File: src/rtl/cp0_pkg.sv
// Shared CP0 definitions: register numbers, exception codes, field positions
// and the commit/flush sequencer state type.
package cp0_pkg;

  localparam logic [4:0] CP0_BADVADDR = 5'd8;
  localparam logic [4:0] CP0_COUNT    = 5'd9;
  localparam logic [4:0] CP0_COMPARE  = 5'd11;
  localparam logic [4:0] CP0_STATUS   = 5'd12;
  localparam logic [4:0] CP0_CAUSE    = 5'd13;
  localparam logic [4:0] CP0_EPC      = 5'd14;

  localparam logic [4:0] EXC_INT  = 5'd0;
  localparam logic [4:0] EXC_ADEL = 5'd4;
  localparam logic [4:0] EXC_ADES = 5'd5;
  localparam logic [4:0] EXC_SYS  = 5'd8;
  localparam logic [4:0] EXC_BP   = 5'd9;
  localparam logic [4:0] EXC_RI   = 5'd10;
  localparam logic [4:0] EXC_OV   = 5'd12;

  localparam int STATUS_IE_BIT  = 0;
  localparam int STATUS_EXL_BIT = 1;
  localparam int STATUS_IM_LO   = 8;
  localparam int STATUS_IM_HI   = 15;
  localparam int STATUS_BEV_BIT = 22;
  localparam logic [31:0] STATUS_RESET = 32'h0040_0000;

  localparam int CAUSE_EXC_LO = 2;
  localparam int CAUSE_EXC_HI = 6;
  localparam int CAUSE_IP_LO  = 8;
  localparam int CAUSE_IP_HI  = 15;
  localparam int CAUSE_TI_BIT = 30;
  localparam int CAUSE_BD_BIT = 31;

  typedef enum logic [1:0] {ST_RUN, ST_TRAP, ST_RET} cp0_state_t;

  // Only address-error exceptions carry a meaningful faulting address.
  function automatic logic is_addr_exc(input logic [4:0] code);
    return (code == EXC_ADEL) || (code == EXC_ADES);
  endfunction

endpackage

File: src/rtl/cp0_timer.sv
// Count/Compare timer: prescaled Count, Compare match detection and the
// sticky timer-interrupt flag TI.
module cp0_timer
  import cp0_pkg::*;
#(
  parameter int COUNT_DIV = 2
) (
  input  logic        clk,
  input  logic        rst,
  input  logic        i_count_we,
  input  logic        i_compare_we,
  input  logic [31:0] i_wdata,
  input  logic        i_ti_clr,
  output logic [31:0] o_count,
  output logic [31:0] o_compare,
  output logic        o_ti
);

  localparam logic [4:0] DIV_LAST = 5'(COUNT_DIV - 1);

  logic [4:0]  r_div;
  logic [31:0] r_count;
  logic [31:0] r_compare;
  logic        r_ti;
  logic        w_tick;
  logic [31:0] w_count_inc;

  assign w_tick      = (r_div == DIV_LAST);
  assign w_count_inc = r_count + 32'd1;

  always_ff @(posedge clk or posedge rst) begin
    if (rst) begin
      r_div     <= '0;
      r_count   <= '0;
      r_compare <= '0;
      r_ti      <= 1'b0;
    end else begin
      r_div <= w_tick ? 5'd0 : r_div + 5'd1;
      // A software write to Count wins over the prescaled increment.
      if (i_count_we)
        r_count <= i_wdata;
      else if (w_tick)
        r_count <= w_count_inc;
      if (i_compare_we)
        r_compare <= i_wdata;
      if (i_ti_clr)
        r_ti <= 1'b0;
      else if (w_tick && !i_count_we && (w_count_inc == r_compare))
        r_ti <= 1'b1;
    end
  end

  assign o_count   = r_count;
  assign o_compare = r_compare;
  assign o_ti      = r_ti;

endmodule

File: src/rtl/cp0_ctrl.sv
// Coprocessor-0 controller: architectural CP0 registers, MTC0/MFC0 access,
// exception entry / ERET sequencing with one-cycle flush and PC redirect.
module cp0_ctrl
  import cp0_pkg::*;
#(
  parameter logic [31:0] EXC_VECTOR = 32'hBFC0_0380,
  parameter int          COUNT_DIV  = 2
) (
  input  logic        clk,
  input  logic        rst,
  input  logic        we,
  input  logic [4:0]  waddr,
  input  logic [31:0] wdata,
  input  logic [4:0]  raddr,
  output logic [31:0] rdata,
  input  logic [5:0]  hw_int,
  input  logic        exc_valid,
  input  logic [4:0]  exc_code,
  input  logic [31:0] exc_pc,
  input  logic        exc_bd,
  input  logic [31:0] exc_badvaddr,
  input  logic        eret,
  output logic        int_req,
  output logic        flush,
  output logic [31:0] redirect_pc,
  output logic [31:0] status_o,
  output logic [31:0] epc_o
);

  cp0_state_t  r_state;
  logic        r_flush;
  logic [31:0] r_redirect;
  logic [7:0]  r_im;
  logic        r_exl;
  logic        r_ie;
  logic        r_bd;
  logic [4:0]  r_exccode;
  logic [1:0]  r_ip_sw;
  logic [5:0]  r_hw;
  logic [31:0] r_epc;
  logic [31:0] r_badvaddr;

  logic        w_run, w_exc, w_eret, w_we;
  logic        w_ti;
  logic [31:0] w_count, w_compare;
  logic [7:0]  w_ip;
  logic [31:0] w_status, w_cause;

  // While flushing, commits and MTC0 are ignored; an exception drops a same-cycle MTC0.
  assign w_run  = (r_state == ST_RUN);
  assign w_exc  = w_run && exc_valid;
  assign w_eret = w_run && eret && !exc_valid;
  assign w_we   = w_run && we && !exc_valid;

  cp0_timer #(.COUNT_DIV(COUNT_DIV)) u_timer (
    .clk          (clk),
    .rst          (rst),
    .i_count_we   (w_we && (waddr == CP0_COUNT)),
    .i_compare_we (w_we && (waddr == CP0_COMPARE)),
    .i_wdata      (wdata),
    .i_ti_clr     (w_we && (waddr == CP0_COMPARE)),
    .o_count      (w_count),
    .o_compare    (w_compare),
    .o_ti         (w_ti)
  );

  assign w_ip = {r_hw[5] | w_ti, r_hw[4:0], r_ip_sw};

  always_comb begin
    w_status = STATUS_RESET;
    w_status[STATUS_IM_HI:STATUS_IM_LO] = r_im;
    w_status[STATUS_EXL_BIT] = r_exl;
    w_status[STATUS_IE_BIT]  = r_ie;
    w_cause = '0;
    w_cause[CAUSE_BD_BIT] = r_bd;
    w_cause[CAUSE_TI_BIT] = w_ti;
    w_cause[CAUSE_IP_HI:CAUSE_IP_LO]   = w_ip;
    w_cause[CAUSE_EXC_HI:CAUSE_EXC_LO] = r_exccode;
  end

  always_comb begin
    case (raddr)
      CP0_BADVADDR: rdata = r_badvaddr;
      CP0_COUNT:    rdata = w_count;
      CP0_COMPARE:  rdata = w_compare;
      CP0_STATUS:   rdata = w_status;
      CP0_CAUSE:    rdata = w_cause;
      CP0_EPC:      rdata = r_epc;
      default:      rdata = '0;
    endcase
  end

  always_ff @(posedge clk or posedge rst) begin
    if (rst) begin
      r_im       <= '0;
      r_exl      <= 1'b0;
      r_ie       <= 1'b0;
      r_bd       <= 1'b0;
      r_exccode  <= '0;
      r_ip_sw    <= '0;
      r_hw       <= '0;
      r_epc      <= '0;
      r_badvaddr <= '0;
    end else begin
      r_hw <= hw_int;
      if (w_we) begin
        case (waddr)
          CP0_STATUS: begin
            r_im  <= wdata[STATUS_IM_HI:STATUS_IM_LO];
            r_exl <= wdata[STATUS_EXL_BIT];
            r_ie  <= wdata[STATUS_IE_BIT];
          end
          CP0_CAUSE: r_ip_sw <= wdata[9:8];
          CP0_EPC:   r_epc   <= wdata;
          default: ;
        endcase
      end
      if (w_exc) begin
        // A nested exception keeps the original return point.
        if (!r_exl) begin
          r_epc <= exc_bd ? exc_pc - 32'd4 : exc_pc;
          r_bd  <= exc_bd;
        end
        r_exccode <= exc_code;
        r_exl     <= 1'b1;
        if (is_addr_exc(exc_code))
          r_badvaddr <= exc_badvaddr;
      end
      if (w_eret)
        r_exl <= 1'b0;
    end
  end

  always_ff @(posedge clk or posedge rst) begin
    if (rst) begin
      r_state    <= ST_RUN;
      r_flush    <= 1'b0;
      r_redirect <= '0;
    end else begin
      case (r_state)
        ST_RUN: begin
          if (w_exc) begin
            r_state    <= ST_TRAP;
            r_flush    <= 1'b1;
            r_redirect <= EXC_VECTOR;
          end else if (w_eret) begin
            r_state    <= ST_RET;
            r_flush    <= 1'b1;
            r_redirect <= r_epc;
          end else begin
            r_flush <= 1'b0;
          end
        end
        default: begin
          r_state <= ST_RUN;
          r_flush <= 1'b0;
        end
      endcase
    end
  end

  assign int_req     = r_ie && !r_exl && |(w_ip & r_im);
  assign flush       = r_flush;
  assign redirect_pc = r_redirect;
  assign status_o    = w_status;
  assign epc_o       = r_epc;

endmodule

File: config.mk
export PLATFORM = sky130hd
export DESIGN_NAME = cp0_ctrl
export DESIGN_NICKNAME = d
export VERILOG_FILES = /design/src/rtl/cp0_pkg.sv /design/src/rtl/cp0_timer.sv /design/src/rtl/cp0_ctrl.sv
export SDC_FILE = /design/constraint.sdc
export NUM_CORES = 1
export LEC_CHECK = 0
export ABC_AREA = 1
export CORE_ASPECT_RATIO = 1.2
export CORE_UTILIZATION = 47
export DETAILED_ROUTE_END_ITERATION = 12
export PLACE_DENSITY = 0.78
export RECOVER_POWER = 25
export REMOVE_ABC_BUFFERS = 1
export SYNTH_ARGS = -nofsm -noshare
export SYNTH_HDL_FRONTEND = slang
export SYNTH_SLANG_ARGS = --single-unit
File: constraint.sdc
create_clock -name clk -period 6.45 [get_ports clk]
set_clock_uncertainty 0.1 [all_clocks]
set_input_delay 1.29 -clock clk [delete_from_list [all_inputs] [get_ports clk]]
set_output_delay 1.29 -clock clk [all_outputs]
set_load 0.1 [all_outputs]
# Word level (Yosys, flattened, before mapping)

Cells that the tools add are included.

Add/subtract/negate cells: 3
$mul: 0
Divide/modulo/power cells: 0
Magnitude comparators: 0
Equality and inequality tests: 16
Shift-type cells: 0
Multiplexer cells: 23
Bitwise gates (word level): 3
Reductions and logical operators: 28

Operators by type and width:

| operator                | count |
|---|---|
| $mux W32                | 9 |
| $pmux W32 S6            | 1 |
| $eq A5 B4 Y1 const B    | 11 |
| $add A32 B1 Y32 const B | 1 |
| $eq A32 B32 Y1          | 1 |
| $sub A32 B3 Y32 const B | 1 |
| $reduce_and A2 Y1       | 6 |
| $logic_and A1 B1 Y1     | 11 |
| $eq A5 B3 Y1 const B    | 2 |
| $mux W1                 | 9 |
| $and A8 B8 Y8           | 1 |
| $reduce_or A8 Y1        | 1 |
| $mux W2                 | 3 |
| $reduce_bool A2 Y1      | 3 |
| $reduce_bool A3 Y1      | 2 |
| $add A5 B1 Y5 const B   | 1 |
| $eq A5 B1 Y1 const B    | 1 |
| $mux W5                 | 1 |
| $logic_not A1 Y1        | 3 |
| $ne A3 B1 Y1 const B    | 1 |
| $logic_not A2 Y1        | 1 |
| $logic_or A1 B1 Y1      | 1 |
| $not A1 Y1              | 1 |
| $or A1 B1 Y1            | 1 |

Register bits: 193
Bits in latches: 0
RAM bits: 0
Memory bits (read-only): 0
Input port bits: 123
Output and inout port bits: 130
Logic and storage cells: 89
Memories kept: 0

# Depth between registers and ports, before layout

Word-level depth: 9
Mapped depth: 16

# Cells and area by module

From an unflattened synthesis, not the netlist that was laid out.

Cells, all modules: 1611
Area total of the unflattened synthesis: 11667.4 µm²

By module, submodules not included:

| module    | times used | cells an instance | area each (µm²) |
|---|---|---|---|
| cp0_ctrl  | 1          | 951               | 6998.0 |
| cp0_timer | 1          | 660               | 4669.5 |

# Least setup slack after synthesis

Ideal clock, no wire load.

Path type: input port to output port
Start point: in raddr[4]
End point: out rdata[0]
Data arrival time: 4.067 ns
Required time: 5.060 ns
Slack: 0.993 ns
Stages on the path: 5
Path through: nor2_1 nand3_1 clkbuf_1 buf_1 o21ai_0

Longest elaborated chain between the ends: 2
Elaborated cells between the ends (all ways): 7

Ends and longest elaborated chain:

| element        | RTL line       | text |
|---|---|---|
| from (decl)    | cp0_ctrl.sv:14 | `input logic [4:0] raddr,` |
| $eq A5 B4 Y1   | cp0_ctrl.sv:82 | `case (raddr)` |
| $pmux W32 S6 * | cp0_ctrl.sv:82 |  |
| to (decl)      | cp0_ctrl.sv:15 | `output logic [31:0] rdata,` |

Every way passes the cells marked *; elsewhere a longest branch is shown, timed or not.

# Worst setup path in the final report

Start point: in raddr[0]
End point: out rdata[13]

Same word-level chain as after synthesis.

==> impl_metrics.toml <==
[outcome]
status = "complete, but fails checks"
violations = "max-capacitance violations, max-slew violations"

[grt]
grt_pass1_vias = 11400
grt_start_max_net_pins = 131
grt_overflow = 0
gr-usage-all-layers_pct = 32.8
grt_first_pass_wirelength_mm = 60.9
antenna_found_initial = 0

[sta]
min_period_over_period_pct = 82.2
finalSetupViolations = 0
fin_tns_setup_ns = 0
grt_setup_unrepaired = "false"
worstMarginPinSlew_ns = 2.86
slew_violations = 158
hold_viol = 0
hold_slack_ns = 0.379
period_needed_ns = 5.30
fmax_mhz = 189
slew-limit-headroom_pct = -90.9

[setup_path]
slowest_stage = "clkdlybuf4s50_1"
cp_slowest_stage_delay_ns = 0.48
rr_startpoint = "r_state[0]"
cp_cell_sequence = "clkdlybuf4s50_1 > inv_1 > nor3_1 > inv_1 > nor2_1 > buf_4 > clkinv_1 > buf_4 > o21ai_0 > a221oi_1 > nand3_1 > buf_12"
critPathLaunch = "raddr[0]"
crit_buf_inv = 7
required_ns = 5.06
crit_type = "in2out"
critical-path-top-delay-family = "buffers and inverters"
r2r_slack_ns = 3.23
endpoint_kind = "primary output"
arrival_ns = 3.91
cp-start-kind = "input port"
critPathMaxFanout = 16

[pwr]
switchingPower_uw = 2680
p_per_area_nw_per_um2 = 378
switching_share_pct = 49.3
p_comb_share_pct = 46.6
clockPowerShare_pct = 20.8
leakagePower_uw = 0.00674
power_frac_seq_pct = 32.6
intPower_uw = 2760
total_power_uw = 5450
ir_drop_uv = 237

[clocking]
cts_buffers = 17
cts_buffer_depth = 2
cts_tree = "built"
ctsRootBufferMaster = "clkbuf_16"
clock_sink_count = 193
ctsResizeCount = 0
insertion_delay_ns = 0.45
hold_buffers = 0
clkTransAtPathRegs_ns = 0.07
htreeDepth = 4
postCtsSetupBuffers = 0

[final_layout]
fin_nets = 1883
fill_cells = 2167
multi_input_area_um2 = 5360
drive_above_1_share_pct = 6.90
seq_area_um2 = 4830
areaGrowthSynthToFinish_pct = 27.3
diodes = 0
design_area_um2 = 14400

[synthesis]
synth.area.top_cells = "dfrtp_1 (43%), nand2_1 (14%), inv_1 (7.3%), o21ai_0 (6.3%), nand3_1 (4.6%)"
avgSynthCellArea_um2 = 7.33
yosys_warnings = 0
async_flop_share_pct = 100
ys.flop_type = "dfrtp_1"
synth_edf_count = 0
synth_cells = 1546
ys_seq_area_share_pct = 42.6
ys_seq_elements = 193
ys_types = 48
syn_area_um2 = 11300
synth_area_leader_cell = "dfrtp_1"
synth_top_area_share_pct = 42.6

[place]
postPlaceCellArea_um2 = 13800
dpl.hpwl_mm = 28.4
place.gp.congestion = 0.918
port_buffers = 230

[detailed_routing]
dr.pass1.iters = 6
drtIter0Drc = 1176
drc = 0
vias = 11800
viasPerCell = 5.65
ant_nets = 0
routed_wl_mm = 39.0
routedWlPerCell_um = 18.7

[floorplan]
die_y_um = 172
initial_core_util_pct = 48.3
die_x_um = 144
ioPinCount = 253
fp-row-count = 61
core_area_um2 = 23400
dieArea_um2 = 24700

[worst_hold_path]
hold_path.class = "reg2reg"
hold_start = "redirect_pc[11]"

[run]
max_cap_viol_count = 2
==> kinds of logic after synthesis <==
kind of cell / Yosys count / share of synthesized area, %
muxes: 3 / 0.298
other: 2 / 0.0663
xor gates and xnor gates: 14 / 1.46
and+or+nand+nor: 705 / 26.8
buffers and inverters: 304 / 10.9
AOI/OAI and AO/OA: 321 / 17.4
adders and majority gates: 4 / 0.442
DFF: 193 / 42.6
==> cells in the mapped netlist, drive strengths merged (11+ instances only) <==
| cell type | instances |
|---|---|
| nand3b | 13 |
| inv | 223 |
| buf | 29 |
| a221oi | 11 |
| o22ai | 14 |
| a21oi | 52 |
| nor2 | 134 |
| clkbuf | 49 |
| dfrtp | 193 |
| nand2 | 429 |
| o211ai | 18 |
| o221ai | 43 |
| nand3 | 106 |
| o21ai | 145 |
| a22oi | 20 |
==> power by group through the flow <==
stage	logic [µW]	clock network (µW)	registers, µW
finish	2540	1130	1770
global route	2700	1180	1810
CTS	2530	1140	1760
detailed placement	2520	0	1780
global placement	2490	0	1770
floorplan	933	0	2650
==> sequential cells by signal (all words and copies together), names as in the netlist, 2 cells and up <==
name / cells
r_exccode: 5
r_hw: 6
r_ip_sw: 2
redirect_pc: 32
r_state: 2
u_timer.o_count: 32
u_timer.r_div: 5
r_badvaddr: 32
epc_o: 32
u_timer.o_compare: 32
r_im: 8
==> cell type report <==
type / instances / area share (%)
timing repair buffer: 249 / 16.5
clock inverter: 12 / 1.18
multi-input combinational: 1069 / 37.2
sequential: 193 / 33.5
inverter: 226 / 5.91
clock buffer: 19 / 3.07
tap: 315 / 2.73
==> path summary, 6_finish.rpt <==
check | to | depth (start not counted)
max | rdata[13] | 12
min | redirect_pc[11] | 2
max reg2reg | redirect_pc[30] | 6
min reg2reg | redirect_pc[11] | 2
max in group asynchronous | u_timer.o_count[26] | 3
min in group asynchronous | r_badvaddr[20] | 2
==> through the flow <==
stage | instances | worst slack (ns) | utilization (%)
global placement | 2052 | 1.44 | 59.0
floorplan | 1488 | -0.435 | -
CTS | 2083 | 1.26 | 61.6
global route | 2083 | 1.06 | 61.6
finish | 2083 | 1.15 | 61.6
detailed placement | 2052 | 1.27 | 59.0
==> routing by layer <==
metal / track usage, % / vias up / part of all wire, %
li1: - / 5446 / -
met1: 41.3 / 5567 / 40
met2: 55.6 / 646 / 48
met3: 5.07 / 101 / 8.6
met4: 14.2 / 0 / 3.2
met5: 0 / - / 0
==> placed cells by master (no fill, tap or decap), types with 3 or more instances in the layout <==
| cell | n |
|---|---|
| nand2_1 | 420 |
| inv_1 | 220 |
| dfrtp_1 | 193 |
| clkdlybuf4s50_1 | 190 |
| o21ai_0 | 142 |
| nor2_1 | 114 |
| nand3_1 | 103 |
| a21oi_1 | 52 |
| buf_4 | 49 |
| o221ai_1 | 43 |
| conb_1 | 22 |
| a22oi_1 | 20 |
| o211ai_1 | 18 |
| clkbuf_16 | 17 |
| o22ai_1 | 14 |
| nand3b_1 | 13 |
| nor2_2 | 11 |
| a221oi_1 | 11 |
| o31ai_1 | 9 |
| xor2_1 | 8 |
| dlygate4sd3_1 | 8 |
| nor2_4 | 7 |
| nor3_1 | 7 |
| nand2_2 | 6 |
| inv_6 | 6 |
| nand4_1 | 5 |
| ha_1 | 4 |
| mux2_2 | 3 |
| clkinv_1 | 3 |
| nand2_4 | 3 |
| nand3_2 | 3 |
| xnor2_1 | 3 |
| o21ai_1 | 3 |
| a31oi_1 | 3 |
| and2_1 | 3 |
| bufinv_16 | 3 |
==> worst reg2reg max path, stage by stage (launching register included) <==
cell,delay (ns)
dfrtp_1,0.36
nor2_1,0.17
nand2_1,0.09
nor2_2,0.09
clkbuf_1,1.28
nor2_4,0.58
o31ai_1,0.44
Power figures use the tool's default switching activity.
